## src/rtl/fetch_unit_if.sv

```systemverilog
// rtl/fetch_unit_if.sv - decoder and instruction-memory signal bundle for fetch_unit
interface fetch_unit_if;
    // decoder -> fetch
    logic        pc_enable;
    logic        pc_src;
    logic        br_src;
    logic [1:0]  br_cond;
    logic        nz_we;
    logic        busy;
    logic [15:0] alu_result;
    logic [15:0] rx_data;
    logic [15:0] imm_ext;
    // instruction memory -> fetch
    logic [15:0] mem_rdata;
    logic        mem_rvalid;
    // fetch -> instruction memory
    logic        mem_rd;
    logic [15:0] mem_addr;
    // fetch -> decoder
    logic [15:0] instr;
    logic [4:0]  opcode;
    logic [15:0] pc;
    logic [15:0] pc_plus2;
    logic        flag_n;
    logic        flag_z;
    logic        instr_valid;

    modport master (
        input  pc_enable, pc_src, br_src, br_cond, nz_we, busy,
        input  alu_result, rx_data, imm_ext, mem_rdata, mem_rvalid,
        output mem_rd, mem_addr, instr, opcode, pc, pc_plus2,
        output flag_n, flag_z, instr_valid
    );

    modport slave (
        output pc_enable, pc_src, br_src, br_cond, nz_we, busy,
        output alu_result, rx_data, imm_ext, mem_rdata, mem_rvalid,
        input  mem_rd, mem_addr, instr, opcode, pc, pc_plus2,
        input  flag_n, flag_z, instr_valid
    );
endinterface

```

## src/rtl/fetch_unit.sv

```systemverilog
// rtl/fetch_unit.sv - instruction fetch sequencer with PC, branch resolution and N/Z flags
module fetch_unit #(
    parameter logic [15:0] RESET_PC = 16'h0000
) (
    input  logic         clk,
    input  logic         reset,
    fetch_unit_if.master bus
);

    // Instructions are halfword aligned, so the reset PC is forced even.
    localparam logic [15:0] PC_INIT = {RESET_PC[15:1], 1'b0};

    typedef enum logic [1:0] {
        S_IDLE = 2'b00,
        S_REQ  = 2'b01,
        S_WAIT = 2'b10,
        S_EXEC = 2'b11
    } state_t;

    state_t      r_state;
    state_t      w_next_state;
    logic        w_load_instr;
    logic        w_retire;
    logic        w_mem_rd;
    logic        w_instr_valid;

    logic [15:0] r_pc;
    logic [15:0] r_instr;
    logic        r_flag_n;
    logic        r_flag_z;

    logic        w_cond_ok;
    logic        w_taken;
    logic [15:0] w_pc_plus2;
    logic [15:0] w_rel_target;
    logic [15:0] w_target;
    logic [15:0] w_next_pc;

    // State register; reset abandons any outstanding memory request.
    always_ff @(posedge clk or posedge reset) begin
        if (reset) begin
            r_state <= S_IDLE;
        end else begin
            r_state <= w_next_state;
        end
    end

    // Next-state and strobes: read data is only accepted in WAIT, the PC only moves when EXEC is released.
    always_comb begin
        w_next_state  = r_state;
        w_load_instr  = 1'b0;
        w_retire      = 1'b0;
        w_mem_rd      = 1'b0;
        w_instr_valid = 1'b0;
        case (r_state)
            S_IDLE: begin
                w_next_state = S_REQ;
            end
            S_REQ: begin
                w_mem_rd     = 1'b1;
                w_next_state = S_WAIT;
            end
            S_WAIT: begin
                if (bus.mem_rvalid) begin
                    w_load_instr = 1'b1;
                    w_next_state = S_EXEC;
                end
            end
            S_EXEC: begin
                w_instr_valid = 1'b1;
                if (!bus.busy) begin
                    w_retire     = 1'b1;
                    w_next_state = S_REQ;
                end
            end
            default: begin
                w_next_state = S_IDLE;
            end
        endcase
    end

    // Branch condition evaluated against the flags as they stood before this instruction's update.
    always_comb begin
        w_cond_ok = 1'b0;
        case (bus.br_cond)
            2'b00:   w_cond_ok = 1'b1;
            2'b01:   w_cond_ok = r_flag_z;
            2'b10:   w_cond_ok = r_flag_n;
            default: w_cond_ok = 1'b0;
        endcase
    end

    assign w_taken      = bus.pc_enable & ~bus.pc_src & w_cond_ok;
    assign w_pc_plus2   = r_pc + 16'd2;
    assign w_rel_target = w_pc_plus2 + {bus.imm_ext[14:0], 1'b0};
    assign w_target     = bus.br_src ? w_rel_target : {bus.rx_data[15:1], 1'b0};
    assign w_next_pc    = w_taken ? w_target : w_pc_plus2;

    // Architectural registers: instruction capture on read data, PC and flags on instruction retire.
    always_ff @(posedge clk or posedge reset) begin
        if (reset) begin
            r_pc     <= PC_INIT;
            r_instr  <= 16'h0000;
            r_flag_n <= 1'b0;
            r_flag_z <= 1'b0;
        end else begin
            if (w_load_instr) begin
                r_instr <= bus.mem_rdata;
            end
            if (w_retire) begin
                r_pc <= w_next_pc;
                if (bus.nz_we) begin
                    r_flag_n <= bus.alu_result[15];
                    r_flag_z <= (bus.alu_result == 16'h0000);
                end
            end
        end
    end

    assign bus.mem_rd      = w_mem_rd;
    assign bus.mem_addr    = r_pc;
    assign bus.instr       = r_instr;
    assign bus.opcode      = r_instr[4:0];
    assign bus.pc          = r_pc;
    assign bus.pc_plus2    = w_pc_plus2;
    assign bus.flag_n      = r_flag_n;
    assign bus.flag_z      = r_flag_z;
    assign bus.instr_valid = w_instr_valid;

endmodule

```

## src/flat_wrapper.sv

```systemverilog
// flat-port wrapper written by rule: the top's interface ports become plain ports
module fetch_unit_flat 
#(
    parameter logic [15:0] RESET_PC = 16'h0000
)
  (clk, reset, bus_pc_enable, bus_pc_src, bus_br_src, bus_br_cond, bus_nz_we, bus_busy, bus_alu_result, bus_rx_data, bus_imm_ext, bus_mem_rdata, bus_mem_rvalid, bus_mem_rd, bus_mem_addr, bus_instr, bus_opcode, bus_pc, bus_pc_plus2, bus_flag_n, bus_flag_z, bus_instr_valid);
  fetch_unit_if bus_i ();
  input  logic clk;
  input  logic reset;
  input wire logic [$bits(bus_i.pc_enable)-1:0] bus_pc_enable;
  input wire logic [$bits(bus_i.pc_src)-1:0] bus_pc_src;
  input wire logic [$bits(bus_i.br_src)-1:0] bus_br_src;
  input wire logic [$bits(bus_i.br_cond)-1:0] bus_br_cond;
  input wire logic [$bits(bus_i.nz_we)-1:0] bus_nz_we;
  input wire logic [$bits(bus_i.busy)-1:0] bus_busy;
  input wire logic [$bits(bus_i.alu_result)-1:0] bus_alu_result;
  input wire logic [$bits(bus_i.rx_data)-1:0] bus_rx_data;
  input wire logic [$bits(bus_i.imm_ext)-1:0] bus_imm_ext;
  input wire logic [$bits(bus_i.mem_rdata)-1:0] bus_mem_rdata;
  input wire logic [$bits(bus_i.mem_rvalid)-1:0] bus_mem_rvalid;
  output wire logic [$bits(bus_i.mem_rd)-1:0] bus_mem_rd;
  output wire logic [$bits(bus_i.mem_addr)-1:0] bus_mem_addr;
  output wire logic [$bits(bus_i.instr)-1:0] bus_instr;
  output wire logic [$bits(bus_i.opcode)-1:0] bus_opcode;
  output wire logic [$bits(bus_i.pc)-1:0] bus_pc;
  output wire logic [$bits(bus_i.pc_plus2)-1:0] bus_pc_plus2;
  output wire logic [$bits(bus_i.flag_n)-1:0] bus_flag_n;
  output wire logic [$bits(bus_i.flag_z)-1:0] bus_flag_z;
  output wire logic [$bits(bus_i.instr_valid)-1:0] bus_instr_valid;
  assign bus_i.pc_enable = bus_pc_enable;
  assign bus_i.pc_src = bus_pc_src;
  assign bus_i.br_src = bus_br_src;
  assign bus_i.br_cond = bus_br_cond;
  assign bus_i.nz_we = bus_nz_we;
  assign bus_i.busy = bus_busy;
  assign bus_i.alu_result = bus_alu_result;
  assign bus_i.rx_data = bus_rx_data;
  assign bus_i.imm_ext = bus_imm_ext;
  assign bus_i.mem_rdata = bus_mem_rdata;
  assign bus_i.mem_rvalid = bus_mem_rvalid;
  assign bus_mem_rd = bus_i.mem_rd;
  assign bus_mem_addr = bus_i.mem_addr;
  assign bus_instr = bus_i.instr;
  assign bus_opcode = bus_i.opcode;
  assign bus_pc = bus_i.pc;
  assign bus_pc_plus2 = bus_i.pc_plus2;
  assign bus_flag_n = bus_i.flag_n;
  assign bus_flag_z = bus_i.flag_z;
  assign bus_instr_valid = bus_i.instr_valid;
  fetch_unit #(.RESET_PC(RESET_PC)) u_core (.clk(clk), .reset(reset), .bus(bus_i));
endmodule
```

## config.mk

```make
export PLATFORM = sky130hd
export DESIGN_NAME = fetch_unit_flat
export DESIGN_NICKNAME = d
export VERILOG_FILES = /design/src/rtl/fetch_unit_if.sv /design/src/rtl/fetch_unit.sv /design/src/flat_wrapper.sv
export SDC_FILE = /design/constraint.sdc
export NUM_CORES = 1
export LEC_CHECK = 0
export BUFFER_PORTS_ARGS = -buffer_cell sky130_fd_sc_hd__buf_2
export CAP_MARGIN = 20
export CORE_MARGIN = 2
export CORE_UTILIZATION = 50
export CTS_CLUSTER_SIZE = 20
export DETAILED_ROUTE_END_ITERATION = 8
export PLACE_DENSITY = 0.95
export SETUP_SLACK_MARGIN = 0.05
export SYNTH_ARGS = -nofsm -noshare
export SYNTH_HDL_FRONTEND = slang
export SYNTH_SLANG_ARGS = --single-unit
export TNS_END_PERCENT = 10
```

## constraint.sdc

```tcl
create_clock -name clk -period 8 [get_ports clk]
set_clock_uncertainty 0.05 [all_clocks]
set_input_delay 1.6 -clock clk [delete_from_list [all_inputs] [get_ports clk]]
set_output_delay 1.6 -clock clk [all_outputs]
set_load 0.01 [all_outputs]
```

## Word level (Yosys, flattened, before mapping)

Index checks and enable logic that the tools add are counted.

- Bits in registers: 36
- Output and inout port bits: 73
- Logic and storage cells: 34

- Add/subtract/negate cells: 2
- Equal/unequal tests: 7
- Muxes and demuxes: 12
- Bitwise logic cells: 3
- Reductions and logical operators: 5

Operators with widths:

| operator | number |
|---|---|
| $mux 16 | 2 |
| $add 16x16->16 | 1 |
| $add 16x2->16 const B | 1 |
| $logic_not 16->1 | 1 |
| $pmux 2 s4 | 1 |
| $eq 2x2->1 const B | 3 |
| $mux 1 | 6 |
| $eq 2x1->1 const B | 2 |
| $logic_not 2->1 | 2 |
| $mux 2 | 2 |
| $ne 2x2->1 const B | 2 |
| $reduce_and 2->1 | 2 |
| $pmux 1 s3 | 1 |
| $and 1x1->1 | 2 |
| $not 1->1 | 1 |

## Longest topological paths before layout

- Depth after elaboration: 4
- Mapped depth: 14

## Least setup slack after synthesis

OpenSTA, ideal clock, no wires.

- Path kind: input to register
- Start point: input port bus_imm_ext[0]
- End point: register u_core.r_pc[15] (netlist: u_core.bus.mem_addr[15])
- Setup time: 86 ps
- Arrival time: 3443 ps
- Data required time: 7864 ps
- Path slack: 4421 ps
- Cell stages on the path: 10
- Buffers on the path: 0
- Cell sequence: ha_1 -> inv_1 -> fa_1 -> inv_1 -> a21o_1 -> a221o_1 -> a211oi_2 -> xnor2_1 -> mux2_1 -> a32oi_1

- Cells in the longest elaborated chain, start to end: 3

Ends and longest elaborated chain:

| element | line | text |
|---|---|---|
| start, declared | flat_wrapper.sv:18 | `input wire logic [$bits(bus_i.imm_ext)-1:0] bus_imm_ext;` |
| $add 16x16->16 | fetch_unit.sv:95 | `assign w_rel_target = w_pc_plus2 + {bus.imm_ext[14:0], 1'b0};` |
| $mux 16 | fetch_unit.sv:96 | `assign w_target = bus.br_src ? w_rel_target : {bus.rx_data[15:1], 1'b0};` |
| $mux 16 | fetch_unit.sv:97 | `assign w_next_pc = w_taken ? w_target : w_pc_plus2;` |
| end signal, assigned | fetch_unit.sv:111 | `r_pc <= w_next_pc;` |
| end, declared | fetch_unit.sv:27 | `logic [15:0] r_pc;` |

Every way passes these cells.
A chain may end at the register's enable or synchronous reset.

## Worst setup path in the final report

- Start point: register u_core.r_pc[3] (netlist: u_core.bus.mem_addr[3])
- End point: output port bus_pc_plus2[14]

- Cells in the longest elaborated chain, start to end: 1

Ends and longest elaborated chain:

| element | line | text |
|---|---|---|
| $add 16x2->16 | fetch_unit.sv:94 | `assign w_pc_plus2 = r_pc + 16'd2;` |
| end, declared | flat_wrapper.sv:26 | `output wire logic [$bits(bus_i.pc_plus2)-1:0] bus_pc_plus2;` |

Every way passes these cells.

==> metrics.sh <==
WIDTH_OF_THE_DIE_UM=80.0
SYNTH_SEQ_AREA_SHARE_PCT=30.3
FINALSETUPTNS_PS=0
TIMING_MAX_TRANSITION_VIOLATIONS_FINAL=0
FLOORPLAN.IO_PINS=147
NUMPLACEDINSTANCES=511
RSZ_0062_RAISED_AFTER_GLOBAL_ROUTING='no'
CTS.PATH.MAX_BUFFERS=2
WL_PER_CELL_UM=15.0
FINALCRITICALPERIOD_PS=3980
CTS.SINKS=35
CLOCK_TREE.HTREE_LEVEL_COUNT=2
FINAL_CORE_UTIL_PCT=64.5
PORT_BUFFER_COUNT=141
TOTAL_POWER_mW=1.37
VDD.IR_DROP.WORST_V=0.000235
POWER_FRAC_COMB_PCT=63.7
CTS_RESIZED=0
CRIT_TYPE='reg2out'
POST_CTS.REPAIR.SETUP_BUFFERS=0
CTS-ROOT-BUF='sky130_fd_sc_hd__clkbuf_8'
SYNTH_CELLS=330
CLOCK_LATENCY_PS=280
MAX-CAP-VIOLATIONS=0
GPL.FINAL_WEIGHTED_CONGESTION=0.907
TOTAL_LEAKAGE_POWER_nW=1.81
GRT_PASS1_WL_UM=12400
STATUS='finished clean'
LAYOUT-AREA-OVERHEAD-VS-SYNTH_PCT=23.8
P_SW_SHARE_PCT=47.1
DRT_FIRST_ITER_VIOLATIONS=138
CTS.HOLD.BUFFERS_ADDED=0
TIMING.MAX_SLEW.REL_SLACK_PCT=49.9
LARGEST_NET_DEGREE_AT_THE_START_OF_GLOBAL_ROUTING=32
WORSTMARGINPINSLEW_PS=751
ANTENNA_FOUND_INITIAL=0
GRT_PASS1_VIAS=2592
CRITICAL_PATH.CELL_CHAIN='and3_1 -> nand3_1 -> nor2_1 -> nand4_1 -> xnor2_1 -> buf_2'
POWER.SWITCHING_mW=0.643
OVERFLOW=0
POST_ROUTE_INSTS_NO_FILL=518
SETUP_VIOL_COUNT_FINAL=0
SYNTH-ASYNC-RESET-RATIO_PCT=100
REQUIRED_PS=6350
FMAXACHIEVABLE_GHz=0.251
CRIT_FANOUT=9
HOLD-WORST-SLACK_PS=452
ANTENNA_CELLS_INSERTED=0
CRITICAL_PATH.STARTPOINT_TYPE='flip-flop'
YOSYS_WARNINGS=0
INITIAL_UTILIZATION_PCT=52.1
DETAILROUTE.VIA_COUNT=2837
CRITPATHARRIVALTIME_PS=2330
SYNTHESIS.AREA_PER_INSTANCE_UM2=8.75
CP_SLOWEST_CELL='sky130_fd_sc_hd__dfrtp_1'
DIE_HEIGHT_UM=80.0
NUM_ROWS=27
CELLPOWERDENSITY_nW_PER_UM2=382
INTERNAL-POWER_mW=0.723
DRT_PASS1_ITERATIONS=4
DRIVE_GT1_SHARE_PCT=39.5
ANT_NETS=0
CTS_BUFFERS=5
CRITPATHCAPTURETYPE='output pin'
SLOWEST_DELAY_PS=520
FINALCRITPERIODSHARE_PCT=49.8
FINAL-HOLD-VIOLATION-COUNT=0
YS_DOMINANT_REG_CELL='sky130_fd_sc_hd__dfrtp_1'
DP_HPWL_UM=6210
SYNTH_ENABLE_FLOP_CELLS=0
FP.DIEAREA_UM2=6400
TRITONCTS='built'
COREAREA_UM2=5540
POWER.SHARE.SEQUENTIAL_PCT=27.1
CTS.REPORTEDPATHS.CLKPINSLEW_PS=70
DRCVIOLATIONCOUNT=0
PWR-SHARE-CLK_PCT=9.2
NETLIST-CELL-TYPE-COUNT=52
GRT_USE_TOTAL_PCT=24.4
SYNTH-SEQ-CELLS=35
POSTROUTEWIRELENGTH_UM=7790
FINAL_NETS=543
SYN-CELL-AREA_UM2=2890
ROUTE.DETAILED.VIAS_PER_INST=5.48
WORST_HOLD_PATH_TYPE='reg2reg'
[per-layer routing]
metal	routed length [um]	GRT usage (%)	vias up
met2	3840	43.5	135
met1	3240	30.7	1318
met5	0	0	-
met3	632	3.85	8
met4	78	5.76	0
li1	-	-	1376
[power by group through the flow]
stage,Clock (mW),Sequential [mW],Combinational [mW]
2_1_floorplan,0,0.383,0.615
3_3_place_gp,0,0.360,0.853
3_5_place_dp,0,0.371,0.870
4_1_cts,0.128,0.368,0.877
5_1_grt,0.138,0.383,0.964
6_report,0.125,0.370,0.871
[synthesized netlist by cell type (2+ instances only)]
library cell | count | area [um2]
sky130_fd_sc_hd__a211oi_1 | 3 | 22.5
sky130_fd_sc_hd__xnor2_1 | 14 | 123
sky130_fd_sc_hd__o21ai_1 | 2 | 10.0
sky130_fd_sc_hd__nor2_1 | 23 | 86.3
sky130_fd_sc_hd__nand3_1 | 11 | 55.1
sky130_fd_sc_hd__mux2i_1 | 4 | 40.0
sky130_fd_sc_hd__inv_1 | 18 | 67.6
sky130_fd_sc_hd__buf_4 | 23 | 173
sky130_fd_sc_hd__clkbuf_1 | 13 | 48.8
sky130_fd_sc_hd__o22a_1 | 2 | 17.5
sky130_fd_sc_hd__nand2_1 | 23 | 86.3
sky130_fd_sc_hd__o21bai_1 | 2 | 15.0
sky130_fd_sc_hd__nor4_1 | 4 | 25.0
sky130_fd_sc_hd__nand4_1 | 4 | 25.0
sky130_fd_sc_hd__a21o_1 | 4 | 30.0
sky130_fd_sc_hd__o21ai_0 | 14 | 70.1
sky130_fd_sc_hd__dfrtp_1 | 35 | 876
sky130_fd_sc_hd__and3_1 | 4 | 25.0
sky130_fd_sc_hd__mux2_2 | 18 | 203
sky130_fd_sc_hd__xor2_1 | 11 | 96.3
sky130_fd_sc_hd__a21oi_1 | 24 | 120
sky130_fd_sc_hd__o32ai_1 | 2 | 17.5
sky130_fd_sc_hd__ha_1 | 22 | 275
sky130_fd_sc_hd__nor3_1 | 4 | 20.0
sky130_fd_sc_hd__o22ai_1 | 6 | 37.5
sky130_fd_sc_hd__a31oi_1 | 11 | 68.8
sky130_fd_sc_hd__nor2b_1 | 4 | 25.0
[cell type report]
| cell class | count | area, um2 |
|---|---|---|
| multi-input combinational | 242 | 1730 |
| sequential | 35 | 876 |
| clock buffer | 6 | 82.6 |
| tap | 72 | 90.1 |
| timing repair buffer | 144 | 728 |
| inverter | 18 | 67.6 |
| clock inverter | 1 | 5.00 |
| fill | 497 | 1960 |
[worst paths after layout]
| check | end | depth (start not counted) | startpoint | slack, ps |
|---|---|---|---|---|
| min in group asynchronous | u_core.bus.mem_addr[4] | 2 | reset | 1290 |
| min reg2reg | u_core.bus.instr[10] | 1 | u_core.bus.instr[10] | 450 |
| max reg2reg | u_core.bus.mem_addr[15] | 13 | u_core.bus.mem_addr[3] | 4210 |
| max | bus_pc_plus2[14] | 6 | u_core.bus.mem_addr[3] | 4020 |
| min | u_core.bus.instr[10] | 1 | u_core.bus.instr[10] | 450 |
| max in group asynchronous | u_core.bus.instr[5] | 3 | reset | 5920 |
[placed cells by master (no fill, tap or decap), drive strengths merged, types with 2 or more instances in the layout]
cell type and n:
and3 5, inv 18, mux2 19, mux2i 4
a21oi 24, o21ai 16, clkbuf 6, buf 144
o21bai 2, a21o 4, o22a 2, o32ai 2
nor3 4, xnor2 14, a21boi 2, nor2 24
nor2b 4, nor4 5, a31oi 11, ha 22
a211oi 4, dfrtp 35, nand2 23, nand4 4
conb 3, o22ai 6, nand3 12, xor2 11
[worst max-delay path, delay by kind of cell, from the launching register on]
family | cells | cell delay, ps
flops | 1 | 520
xor+xnor | 1 | 320
simple gates | 4 | 1000
buf+inv | 1 | 200
[kinds of logic (layout without fill, tap and decap cells)]
| group | Yosys count | after routing | synth area share [%] |
|---|---|---|---|
| flip-flops | 35 | 35 | 30.3 |
| buffers and inverters | 55 | 169 | 10.2 |
| AO/OA/AOI/OAI | 82 | 82 | 18.0 |
| XOR/XNOR | 25 | 25 | 7.58 |
| AND/OR/NAND/NOR | 86 | 86 | 14.8 |
| adder cells (fa/ha/maj) | 23 | 23 | 10.2 |
| other | 1 | 3 | 0.130 |
| multiplexers | 23 | 23 | 8.79 |
[through the flow]
stage	area [um2]	worst slack, ps
global route	3580	3810
floorplan	2900	4420
CTS	3580	4030
detailed placement	3490	4080
global placement	3490	4120
finish	3580	4020
[flip-flops by register name (all words and copies together), names as in the netlist]
register             flops
u_core.r_state           2
u_core.bus.flag_n        1
u_core.bus.instr        16
u_core.bus.flag_z        1
u_core.bus.mem_addr     15
(Power assumes the default switching activity.)
